<file path="config.mk">
export PLATFORM = sky130hd
export DESIGN_NAME = addr_sequencer_flat
export DESIGN_NICKNAME = d
export VERILOG_FILES = /design/src/rtl/addr_seq_pkg.sv /design/src/rtl/addr_sequencer_if.sv /design/src/rtl/addr_sequencer_dec_tick.sv /design/src/rtl/addr_sequencer.sv /design/src/flat_wrapper.sv
export SDC_FILE = /design/constraint.sdc
export NUM_CORES = 1
export LEC_CHECK = 0
export CORE_ASPECT_RATIO = 0.9
export CORE_MARGIN = 2
export CORE_UTILIZATION = 55
export CTS_CLUSTER_DIAMETER = 80
export CTS_CLUSTER_SIZE = 20
export DETAILED_ROUTE_END_ITERATION = 10
export PLACE_DENSITY = 0.83
export SYNTH_ARGS = -nofsm -noshare
export SYNTH_HDL_FRONTEND = slang
export SYNTH_HIERARCHICAL = 1
export SYNTH_SLANG_ARGS = --single-unit
export TNS_END_PERCENT = 5
</file>
<file path="constraint.sdc">
create_clock -name clk -period 5.15 [get_ports clk]
set_input_delay 0.7725 -clock clk [delete_from_list [all_inputs] [get_ports clk]]
set_output_delay 0.7725 -clock clk [all_outputs]
set_load 0.02 [all_outputs]
</file>
<file path="src/rtl/addr_seq_pkg.sv">
// rtl/addr_seq_pkg.sv - shared state enum and default sizes for the address sequencer
package addr_seq_pkg;

  localparam int DEF_ADDR_SIZE  = 8;
  localparam int DEF_DEC_WIDTH  = 32;
  localparam int DEF_LOOP_WIDTH = 16;

  typedef enum logic [1:0] {
    IDLE = 2'd0,
    RUN  = 2'd1,
    DONE = 2'd2
  } seq_state_e;

endpackage

</file>
<file path="src/rtl/addr_sequencer_if.sv">
// rtl/addr_sequencer_if.sv - address beat handshake between sequencer and consumer
interface addr_sequencer_if #(
  parameter int ADDR_SIZE = addr_seq_pkg::DEF_ADDR_SIZE
);

  logic [ADDR_SIZE-1:0] addr;
  logic                 addr_valid;
  logic                 addr_ready;

  modport master (output addr, output addr_valid, input addr_ready);
  modport slave  (input addr, input addr_valid, output addr_ready);

endinterface

</file>
<file path="src/rtl/addr_sequencer_dec_tick.sv">
// rtl/addr_sequencer_dec_tick.sv - decimation counter counting 0..limit, frozen while a beat is pending
module dec_tick #(
  parameter int DEC_WIDTH = addr_seq_pkg::DEF_DEC_WIDTH
) (
  input  logic                 clk,
  input  logic                 rst_n,
  input  logic                 clear,
  input  logic                 freeze,
  input  logic [DEC_WIDTH-1:0] limit,
  output logic                 tick
);

  logic [DEC_WIDTH-1:0] cnt;
  logic                 at_limit;

  assign at_limit = (cnt == limit);
  assign tick     = ~clear & ~freeze & at_limit;

  always_ff @(posedge clk) begin
    if (!rst_n || clear) begin
      cnt <= '0;
    end else if (!freeze) begin
      cnt <= at_limit ? '0 : cnt + 1'b1;
    end
  end

endmodule

</file>
<file path="src/rtl/addr_sequencer.sv">
// rtl/addr_sequencer.sv - decimated start..end address generator with valid/ready output
// Multi-pass looping and the wrap pulse exist only when ADDR_SEQ_LOOP_EN is defined.
module addr_sequencer
  import addr_seq_pkg::*;
#(
  parameter int ADDR_SIZE  = DEF_ADDR_SIZE,
  parameter int DEC_WIDTH  = DEF_DEC_WIDTH,
  parameter int LOOP_WIDTH = DEF_LOOP_WIDTH
) (
  input  logic                  clk,
  input  logic                  rst_n,
  input  logic                  en,
  input  logic [ADDR_SIZE-1:0]  start_addr,
  input  logic [ADDR_SIZE-1:0]  end_addr,
  input  logic [DEC_WIDTH-1:0]  decimate,
  input  logic [LOOP_WIDTH-1:0] loops,
  addr_sequencer_if.master      bus,
  output logic                  wrap,
  output logic                  busy,
  output logic                  finish
);

  seq_state_e state_q, state_d;

  logic                 en_q;
  logic [ADDR_SIZE-1:0] start_q, start_d;
  logic [ADDR_SIZE-1:0] end_q, end_d;
  logic [ADDR_SIZE-1:0] nxt_q, nxt_d;
  logic [ADDR_SIZE-1:0] addr_q, addr_d;
  logic [DEC_WIDTH-1:0] dec_q, dec_d;
  logic                 valid_q, valid_d;
  logic                 busy_q, busy_d;
  logic                 finish_q, finish_d;

  logic                 accept, at_end, more, last, restart, tick;
  logic [ADDR_SIZE-1:0] seq;

`ifdef ADDR_SEQ_LOOP_EN
  logic [LOOP_WIDTH-1:0] loop_q, loop_d;
  logic                  wrap_q, wrap_d;

  assign more = (loop_q != '0);
  assign wrap = wrap_q;
`else
  logic unused_loops;

  assign unused_loops = ^loops;
  assign more         = 1'b0;
  assign wrap         = 1'b0;
`endif

  assign accept  = valid_q & bus.addr_ready;
  assign at_end  = accept & (addr_q == end_q);
  assign last    = at_end & ~more;
  assign restart = at_end & more;
  // Once end_addr is accepted on a looping pass, the next emitted address is start again.
  assign seq     = restart ? start_q : nxt_q;

  dec_tick #(
    .DEC_WIDTH(DEC_WIDTH)
  ) u_dec_tick (
    .clk   (clk),
    .rst_n (rst_n),
    .clear ((state_q != RUN) | ~en),
    .freeze(valid_q & ~bus.addr_ready),
    .limit (dec_q),
    .tick  (tick)
  );

  always_comb begin
    state_d  = state_q;
    start_d  = start_q;
    end_d    = end_q;
    dec_d    = dec_q;
    nxt_d    = nxt_q;
    addr_d   = addr_q;
    valid_d  = valid_q;
    busy_d   = busy_q;
    finish_d = finish_q;
`ifdef ADDR_SEQ_LOOP_EN
    loop_d   = loop_q;
    wrap_d   = 1'b0;
`endif
    case (state_q)
      IDLE: begin
        if (en && !en_q) begin
          state_d  = RUN;
          start_d  = start_addr;
          end_d    = end_addr;
          dec_d    = decimate;
          nxt_d    = start_addr;
          valid_d  = 1'b0;
          busy_d   = 1'b1;
          finish_d = 1'b0;
`ifdef ADDR_SEQ_LOOP_EN
          loop_d   = loops;
`endif
        end
      end
      RUN: begin
        if (!en) begin
          state_d = IDLE;
          valid_d = 1'b0;
          busy_d  = 1'b0;
`ifdef ADDR_SEQ_LOOP_EN
          loop_d  = '0;
`endif
        end else if (last) begin
          state_d  = DONE;
          valid_d  = 1'b0;
          busy_d   = 1'b0;
          finish_d = 1'b1;
        end else begin
          if (accept) begin
            valid_d = 1'b0;
          end
`ifdef ADDR_SEQ_LOOP_EN
          if (restart) begin
            wrap_d = 1'b1;
            loop_d = loop_q - 1'b1;
          end
`endif
          nxt_d = seq;
          if (tick) begin
            addr_d  = seq;
            valid_d = 1'b1;
            nxt_d   = seq + 1'b1;
          end
        end
      end
      DONE: begin
        if (!en) begin
          state_d  = IDLE;
          finish_d = 1'b0;
        end
      end
      default: begin
        state_d  = IDLE;
        valid_d  = 1'b0;
        busy_d   = 1'b0;
        finish_d = 1'b0;
      end
    endcase
  end

  always_ff @(posedge clk) begin
    if (!rst_n) begin
      state_q <= IDLE;
    end else begin
      state_q <= state_d;
    end
  end

  always_ff @(posedge clk) begin
    if (!rst_n) begin
      en_q     <= 1'b0;
      start_q  <= '0;
      end_q    <= '0;
      dec_q    <= '0;
      nxt_q    <= '0;
      addr_q   <= '0;
      valid_q  <= 1'b0;
      busy_q   <= 1'b0;
      finish_q <= 1'b0;
`ifdef ADDR_SEQ_LOOP_EN
      loop_q   <= '0;
      wrap_q   <= 1'b0;
`endif
    end else begin
      en_q     <= en;
      start_q  <= start_d;
      end_q    <= end_d;
      dec_q    <= dec_d;
      nxt_q    <= nxt_d;
      addr_q   <= addr_d;
      valid_q  <= valid_d;
      busy_q   <= busy_d;
      finish_q <= finish_d;
`ifdef ADDR_SEQ_LOOP_EN
      loop_q   <= loop_d;
      wrap_q   <= wrap_d;
`endif
    end
  end

  assign bus.addr       = addr_q;
  assign bus.addr_valid = valid_q;
  assign busy           = busy_q;
  assign finish         = finish_q;

endmodule

</file>
<file path="src/flat_wrapper.sv">
// flat-port wrapper written by rule: the top's interface ports become plain ports
module addr_sequencer_flat import addr_seq_pkg::*;
#(
  parameter int ADDR_SIZE  = DEF_ADDR_SIZE,
  parameter int DEC_WIDTH  = DEF_DEC_WIDTH,
  parameter int LOOP_WIDTH = DEF_LOOP_WIDTH
)
  (clk, rst_n, en, start_addr, end_addr, decimate, loops, wrap, busy, finish, bus_addr, bus_addr_valid, bus_addr_ready);
  addr_sequencer_if #(.ADDR_SIZE(ADDR_SIZE)) bus_i ();
  input  logic clk;
  input  logic rst_n;
  input  logic en;
  input  logic [ADDR_SIZE-1:0] start_addr;
  input  logic [ADDR_SIZE-1:0] end_addr;
  input  logic [DEC_WIDTH-1:0] decimate;
  input  logic [LOOP_WIDTH-1:0] loops;
  output logic wrap;
  output logic busy;
  output logic finish;
  output wire logic [$bits(bus_i.addr)-1:0] bus_addr;
  output wire logic [$bits(bus_i.addr_valid)-1:0] bus_addr_valid;
  input wire logic [$bits(bus_i.addr_ready)-1:0] bus_addr_ready;
  assign bus_addr = bus_i.addr;
  assign bus_addr_valid = bus_i.addr_valid;
  assign bus_i.addr_ready = bus_addr_ready;
  addr_sequencer #(.ADDR_SIZE(ADDR_SIZE), .DEC_WIDTH(DEC_WIDTH), .LOOP_WIDTH(LOOP_WIDTH)) u_core (.clk(clk), .rst_n(rst_n), .en(en), .start_addr(start_addr), .end_addr(end_addr), .decimate(decimate), .loops(loops), .bus(bus_i), .wrap(wrap), .busy(busy), .finish(finish));
endmodule
</file>
; Word level (Yosys, flattened, before mapping)
; Index checks and enable logic that the tools add are counted.
[totals]
word_cells = 75
register_bits = 94
output_inout_bits = 12
in_bits = 68
[op_classes]
reduce_logical = 13
eq_ne = 13
addsub = 2
mux = 25
bitwise_logic = 12
[op_table]
columns = operator, n
row1 = $add 32x1->32 const B, 1
row2 = $eq 32x32->1, 1
row3 = $mux 32, 1
row4 = $mux 8, 4
row5 = $pmux 8 s2, 1
row6 = $mux 1, 11
row7 = $pmux 1 s3, 3
row8 = $reduce_and 3->1, 3
row9 = $add 8x1->8 const B, 1
row10 = $eq 8x8->1, 1
row11 = $mux 2, 4
row12 = $ne 2x1->1 const B, 4
row13 = $reduce_and 4->1, 2
row14 = $ne 2x2->1 const B, 3
row15 = $not 1->1, 6
row16 = $pmux 2 s3, 1
row17 = $and 1x1->1, 5
row18 = $ne 5x2->1 const B, 1
row19 = $reduce_and 5->1, 1
row20 = $ne 3x2->1 const B, 1
row21 = $eq 2x1->1 const B, 1
row22 = $eq 2x2->1 const B, 1
row23 = $logic_not 1->1, 2
row24 = $logic_not 2->1, 1
row25 = other kinds (5), 5

; Logic depth before layout (Yosys ltp)
; Gate-level depths: netlist of run 1.
[depth]
word_depth = 9
depth_mapped = 10
ltp_nobuf = 9

; Hierarchy
; Netlist of run 1, hierarchy kept.
[by_module_without_submodules]
columns = module, cells_per_inst, area_per_inst_um2, n_inst, seq_area_each_um2
row1 = addr_sequencer, 331, 2701.3, 1, 1241.2
row2 = dec_tick, 205, 1815.5, 1, 640.6

; Least setup slack after synthesis of run 1
; No wires, ideal clock.
[synth_path]
path_kind = input to register
from = in bus_addr_ready
to = reg u_core.nxt_q[5]
setup_time_ns = 0.119
path_buffers = 1
stages = 9
slack_ns = 2.469
required_ns = 5.031
t_arrival_ns = 2.562
path_cell_list = nor2b_1 -> nor2_1 -> nand4_1 -> nor4_1 -> nor2b_1 -> nor3_1 -> nand2b_4 -> buf_6 -> o221a_1
[synth_between]
elab_chain_cells = 7
word_cells_on_any_way = 10
classes_between = eq/ne: 2 / bitwise: 7 / reduce/logical: 1
[synth_lines]
columns = element, line
row1 = from (decl), flat_wrapper.sv:22  ; input wire logic [$bits(bus_i.addr_ready)-1:0] bus_addr_ready;
row2 = $not 1->1, addr_sequencer.sv:65  ; .freeze(valid_q & ~bus.addr_ready),
row3 = $and 1x1->1, addr_sequencer.sv:65
row4 = $not 1->1, addr_sequencer_dec_tick.sv:17  ; assign tick = ~clear & ~freeze & at_limit;
row5 = $and 1x1->1 (2 in a row), addr_sequencer_dec_tick.sv:17
row6 = net u_core.tick, addr_sequencer.sv:35  ; logic accept, at_end, more, last, restart, tick;
row7 = $ne 2x1->1 (no line), --
row8 = $reduce_and 5->1 (no line), --
row9 = to (signal assigned), addr_sequencer.sv:174  ; nxt_q <= nxt_d;
row10 = to (decl), addr_sequencer.sv:28  ; logic [ADDR_SIZE-1:0] nxt_q, nxt_d;
; The timed path passes the listed nets, and every way through them passes these cells.
; A chain may end at the register's enable or synchronous reset.

; Final worst setup path of run 1
; Ends and elaborated chain as after synthesis.

==> impl_metrics.csv, run 1 <==
group,metric,value,unit
outcome,outcome,"finished, final reports clean",
cts,cts_root_buf,"clkbuf_8",
cts,insertion_delay,0.38,ns
cts,ctsHtreeMaxLevel,3,
die,initial_utilization,56.3,%
synthesis,synthMuxAreaShare,2.22,%
cts,clk_pin_slew_worst_paths,0.10,ns
place,gp_congestion,0.900,
synthesis,synth_seq_area_share,41.7,%
synthesis,synth-main-ff-cell,"dfxtp_1",
global_route,antenna_found_initial,0,
worst_hold_path,hold_class,"reg2reg",
synthesis,synth_cells,536,
sta,relSlewSlack,27.9,%
die,chipHeight,90.0,um
die,coreArea,8030,um^2
route,vias,3757,
layout,fin_util,66.6,%
route,routed_wl,10.0,mm
route,dr.pass1.iters,5,
synthesis,synthesis.nets,606,
cts,cts_resized,0,
die,io_pins,80,
sta,fmax,0.295,GHz
route,drt_iter0_drc,179,
setup_path,worstSetupPathType,"in2reg",
pwr,leakagePower,2.17,nW
setup_path,slowest_stage,"nor3_1",
global_route,gr-total-overflow,0,
die,die_x,99.5,um
layout,layout-drive-gt1-share,5.42,%
synthesis,synth-simple-area-share,26.6,%
flow_run,max_cap_violations,0,
die,rows,31,
cts,cts_sinks,94,
cts,clockBufferDepth,2,
route,ant_nets,0,
setup_path,cp_cell_sequence,"clkdlybuf4s50_1 -> nor2b_1 -> nor2_1 -> nand4_1 -> nor4_1 -> nor2b_1 -> nor3_1 -> nor3b_1 -> o221a_1",
setup_path,path_delay_family,"simple AND/OR/NAND/NOR gates",
global_route,grt_max_degree,70,
sta,finalSetupTns,0,ns
setup_path,slowest_delay,0.81,ns
layout,diodes,0,
layout,nNetsFinal,655,
sta,worst_pin_slew,1.08,ns
sta,slew_viol_final,0,
sta,final.setup_skew,0.0104,ns
synthesis,netlist.area_leader.share,41.7,%
synthesis,synth_edf_count,0,
setup_path,critical_path_required,5.47,ns
setup_path,path_common_cell,"nor2b_1",
pwr,vdd_drop_max,0.163,mV
synthesis,synth_xor_area_share,13.0,%
setup_path,cp-start-kind,"input pin",
cts,cts_tree,"yes",
sta,grt_setup_unrepaired,"no",
pwr,power.density,260,nW/um^2
synthesis,synthTopCellsByArea,"dfxtp_1 (42%), xor2_1 (12%), nand2_1 (11%)",
global_route,grt_pass1_vias,3729,
route,route.detailed.drc,0,
layout,area_growth,18.3,%
setup_path,cp-end-kind,"register",
synthesis,synth_top_family_by_area,"simple AND/OR/NAND/NOR gates",
global_route,grt_pass1_wl,16.8,mm
synthesis,synth_warnings,6,
setup_path,critPathMaxFanout,8,
setup_path,rrSetupSlack,1.82,ns
synthesis,synth_fa_ha_area_share,0.554,%
synthesis,postSynthAreaPerCell,8.43,um^2
synthesis,yosys.area.top_type,"dfxtp_1",
place,port-buffer-count,62,
sta,period_needed,3.39,ns
sta,hold_viol,0,
cts,post_cts_buffers,0,
route,vias_per_cell,5.45,
synthesis,synth_seq_cells,94,
setup_path,crit_arrival,3.71,ns
setup_path,path_buf_inv,1,
global_route,grt_usage,23.4,%
sta,setup-violations-final,0,
place,dp_hpwl,7.09,mm
die,dieArea,8950,um^2
cts,cts_buffers,9,
synthesis,synth-compound-area-share,12.4,%
synthesis,async_reset_ff_share,0,%
route,avgRoutedWirePerCell,14.5,um
synthesis,synth_cell_type_count,48,
sta,hold_slack,0.488,ns
sta,fin_crit_sh,65.9,%
synthesis,netlist_area,4520,um^2
cts,cts_hold_buf,0,
-- cells in the mapped netlist, types with 7 or more instances --
| cell type | number |
|---|---|
| clkbuf_1 | 19 |
| o21ai_0 | 12 |
| nand2_1 | 131 |
| a21boi_0 | 40 |
| nand4_1 | 12 |
| nor2_1 | 45 |
| nor4_1 | 10 |
| xor2_1 | 63 |
| nand3_1 | 10 |
| mux2i_1 | 10 |
| nor2b_1 | 7 |
| dfxtp_1 | 94 |
-- registers in the layout (all words and copies together), names as in the netlist --
register               cells
u_core/bus.addr            8
u_core/bus.addr_valid      1
u_core/busy                1
u_core/dec_q              32
u_core/en_q                1
u_core/end_q               8
u_core/finish              1
u_core/nxt_q               8
u_core/state_q             2
u_core/u_dec_tick/cnt     32
-- path summary, 6_finish.rpt --
check	from	to	cells after the start
setup / recovery	bus_addr_ready	u_core/nxt_q[5]$_SDFFE_PN0P_	9
hold / removal	u_core/dec_q[23]$_SDFFE_PN0P_	u_core/dec_q[23]$_SDFFE_PN0P_	2
setup reg to reg	u_core/state_q[0]$_SDFFE_PN0P_	u_core/nxt_q[5]$_SDFFE_PN0P_	7
hold reg to reg	u_core/dec_q[23]$_SDFFE_PN0P_	u_core/dec_q[23]$_SDFFE_PN0P_	2
-- metal layers --
| metal | routed length [um] | GRT usage, % | up-vias |
|---|---|---|---|
| li1 | - | - | 1893 |
| met1 | 4650 | 31.3 | 1729 |
| met2 | 4490 | 36.5 | 119 |
| met3 | 684 | 4.98 | 16 |
| met4 | 180 | 9.59 | 0 |
| met5 | 0 | 0 | - |
-- layout make-up --
class	instances	area, um^2
fill	644	2690
multi-input combinational	409	2480
sequential	94	1880
timing repair buffer	67	653
clock buffer	9	124
tap	99	124
clock inverter	7	65.1
inverter	4	15.0
-- cell families (layout without fill, tap and decap cells) --
logic type                 count (synthesis)  in the layout
AOI/OAI and AO/OA                         77             77
xor gates and xnor gates                  67             67
DFF                                       94             94
other                                      1              1
and+or+nand+nor                          252            252
buffers and inverters                     33             87
muxes                                     10             10
adders and majority gates                  2              2
-- layout by cell type (no fill, tap or decap), types with 2 or more instances in the layout --
master             n
nor4_1            10
inv_6              2
a21oi_1            6
clkdlybuf4s50_1   61
or3_1              5
nand2b_4           2
dfxtp_1           94
a21boi_0          40
and4_1             4
mux2i_1           10
clkbuf_8           9
ha_1               2
nor3_1             5
buf_4              5
and3_1             5
nand2b_1           3
nor2_1            45
nand3_1           10
o21a_1             2
inv_1              4
nor3b_1            3
nand4_2            2
nor2b_1            7
nand4b_1           2
nor3_2             2
clkinv_4           2
inv_8              2
xnor2_1            4
o21ai_0           12
nand2_1          131
xor2_1            63
nand4_1           12
o22ai_1            6
-- worst reg2reg max path, cell delays in order (launching register included) --
cell and delay (ns):
dfxtp_1 0.54, nor2b_1 0.54, nand2_1 0.23, nor4_1 0.52
nor2b_1 0.11, nor3_1 0.81, nor3b_1 0.31, o221a_1 0.21
-- power by group --
part | switching, mW | internal [mW]
Clock | 0.282 | 0.187
Sequential | 0.0205 | 0.750
Combinational | 0.0761 | 0.0752
-- stage by stage --
stage                     worst slack [ns]  power [mW]  instance area (um^2)  cells
after floorplan                       2.47       0.872                  4520    536
after global placement                1.46       0.934                  5150    673
after detailed placement              1.41       0.938                  5150    673
after CTS                             1.80        1.41                  5340    689
after global routing                  1.55        1.45                  5340    689
final                                 1.76        1.39                  5340    689
Note: power is estimated with default switching activity, not from simulation.
==> run 2, diff against run 1 <==
CORE_UTILIZATION = 53   (was 55)
PLACE_DENSITY = 0.8   (was 0.83)
clock period = 3.4 ns   (was 5.15 ns; I/O delays follow)
==> impl_metrics.csv, run 2 (same netlist as run 1, synthesis figures left out) <==
group,metric,value,unit
outcome,outcome,"finished, final reports clean",
flow_run,max_cap_violations,0,
setup_path,cp-start-kind,"register",
global_route,antenna_found_initial,0,
layout,layout.cells.non_filler,693,
layout,layout-drive-gt1-share,6.06,%
die,chipHeight,91.6,um
route,vias_per_cell,5.55,
place,place_area,5180,um^2
global_route,use_met1,31.0,%
cts,cts_root_buf,"clkbuf_8",
cts,ctsHtreeMaxLevel,3,
cts,cts_sinks,94,
setup_path,critPathMaxFanout,8,
pwr,vdd_drop_max,0.203,mV
global_route,grt_pass1_wl,16.7,mm
route,route.detailed.drc,0,
layout,nNetsFinal,659,
cts,clockBufferDepth,2,
pwr,leakagePower,2.18,nW
sta,final.setup_skew,0.0123,ns
setup_path,crit_arrival,3.03,ns
place,gp_congestion,0.878,
cts,cts_resized,0,
global_route,grt-busiest-layer,"met2",
sta,slew_viol_final,0,
global_route,grt_use_met3,6.00,%
route,routed_wl,10.1,mm
route,ant_nets,0,
cts,insertion_delay,0.37,ns
place,dp_hpwl,7.43,mm
setup_path,cp-end-kind,"register",
cts,cts_hold_buf,0,
route,dr.pass1.iters,5,
layout,diodes,0,
global_route,gr-total-overflow,0,
layout,mostFrequentLayoutCell,"nand2_1",
pwr,combPwrFrac,11.2,%
cts,clk_pin_slew_worst_paths,0.10,ns
global_route,grt_max_degree,41,
die,io_pins,80,
cts,post_cts_buffers,0,
layout,fin_util,65.9,%
cts,cts_buffers,9,
place,port-buffer-count,62,
sta,grt_setup_unrepaired,"no",
sta,fin_crit_sh,81.4,%
die,die_x,101,um
place,placed_cells,677,
setup_path,critical_path_required,3.66,ns
sta,relSlewSlack,58.0,%
sta,worst_pin_slew,0.630,ns
layout,top_regs,"u_core/dec_q: 32 flops, u_core/u_dec_tick/cnt: 32 flops",
worst_hold_path,hold_class,"reg2reg",
global_route,grt_pass1_vias,3686,
die,coreArea,8150,um^2
global_route,met2_usage,34.5,%
cts,cts_tree,"yes",
die,rows,31,
route,avgRoutedWirePerCell,14.5,um
layout,area_growth,18.8,%
die,dieArea,9280,um^2
die,initial_utilization,55.5,%
pwr,internal_power,1.53,mW
sta,hold_viol,0,
sta,fmax,0.361,GHz
pwr,pwr-share-clk,32.7,%
pwr,netSwitchingPower,558,uW
global_route,grt_usage,22.7,%
route,vias,3845,
pwr,p_seq_share,56.1,%
layout,fin_area,5360,um^2
layout,final_cell_mix,"nand2_1 (131), dfxtp_1 (94), xor2_1 (63)",
sta,period_needed,2.77,ns
route,drt_iter0_drc,176,
sta,setup-violations-final,0,
pwr,power.density,388,nW/um^2
setup_path,worstSetupPathType,"reg2reg",
sta,finalSetupTns,0,ns
pwr,swShare,26.8,%
## run 2: changes by cell type in the layout (fill, tap and decap cells not counted), sizes merged
cell | before | now
buf | 6 | 10
clkinvlp | 1 | 2
inv | 8 | 7
## run 2: routing by layer
layer / up-vias / wire length [um]
met5: - / 0
met1: 1786 / 4740
li1: 1904 / -
met2: 133 / 4470
met3: 22 / 617
met4: 0 / 236
## run 2: area by class of cell
cell class                 instances  area [um^2]
fill                             669         2780
multi-input combinational        409         2480
sequential                        94         1880
timing repair buffer              71          683
clock buffer                       9          124
tap                               99          124
clock inverter                     7         55.1
inverter                           4         15.0
## run 2: worst paths after layout
kind	startpoint	to	slack, ns	cells past startpoint
max	u_core/u_dec_tick/cnt[27]$_SDFFE_PP0N_	u_core/nxt_q[7]$_SDFFE_PN0P_	0.63	9
min	u_core/end_q[4]$_SDFFE_PN0P_	u_core/end_q[4]$_SDFFE_PN0P_	0.49	2
max reg2reg	u_core/u_dec_tick/cnt[27]$_SDFFE_PP0N_	u_core/nxt_q[7]$_SDFFE_PN0P_	0.63	9
min reg2reg	u_core/end_q[4]$_SDFFE_PN0P_	u_core/end_q[4]$_SDFFE_PN0P_	0.49	2
## run 2: worst max-delay path: stages, from the launching register on
cell and delay [ns]:
dfxtp_1 0.38, xor2_1 0.19, nor4_1 0.45, nand4_1 0.26
nor4_1 0.56, nor2b_1 0.10, nor3_1 0.19, buf_4 0.19
nor3b_1 0.22, o22ai_1 0.11
## run 2: power by group through the flow
stage | Combinational, mW | Sequential [mW] | Clock [mW]
after CTS | 0.234 | 1.17 | 0.699
final | 0.234 | 1.17 | 0.681
after floorplan | 0.138 | 1.18 | 0
after global routing | 0.258 | 1.17 | 0.745
after global placement | 0.226 | 1.19 | 0
after detailed placement | 0.232 | 1.19 | 0
## run 2: stage by stage
stage	power, mW	hold WS, ns	worst slack (ns)
global placement	1.42	0.466	0.541
detailed placement	1.43	0.471	0.482
floorplan	1.32	0.455	0.846
finish	2.08	0.485	0.631
CTS	2.10	0.487	0.716
global route	2.18	0.507	0.462
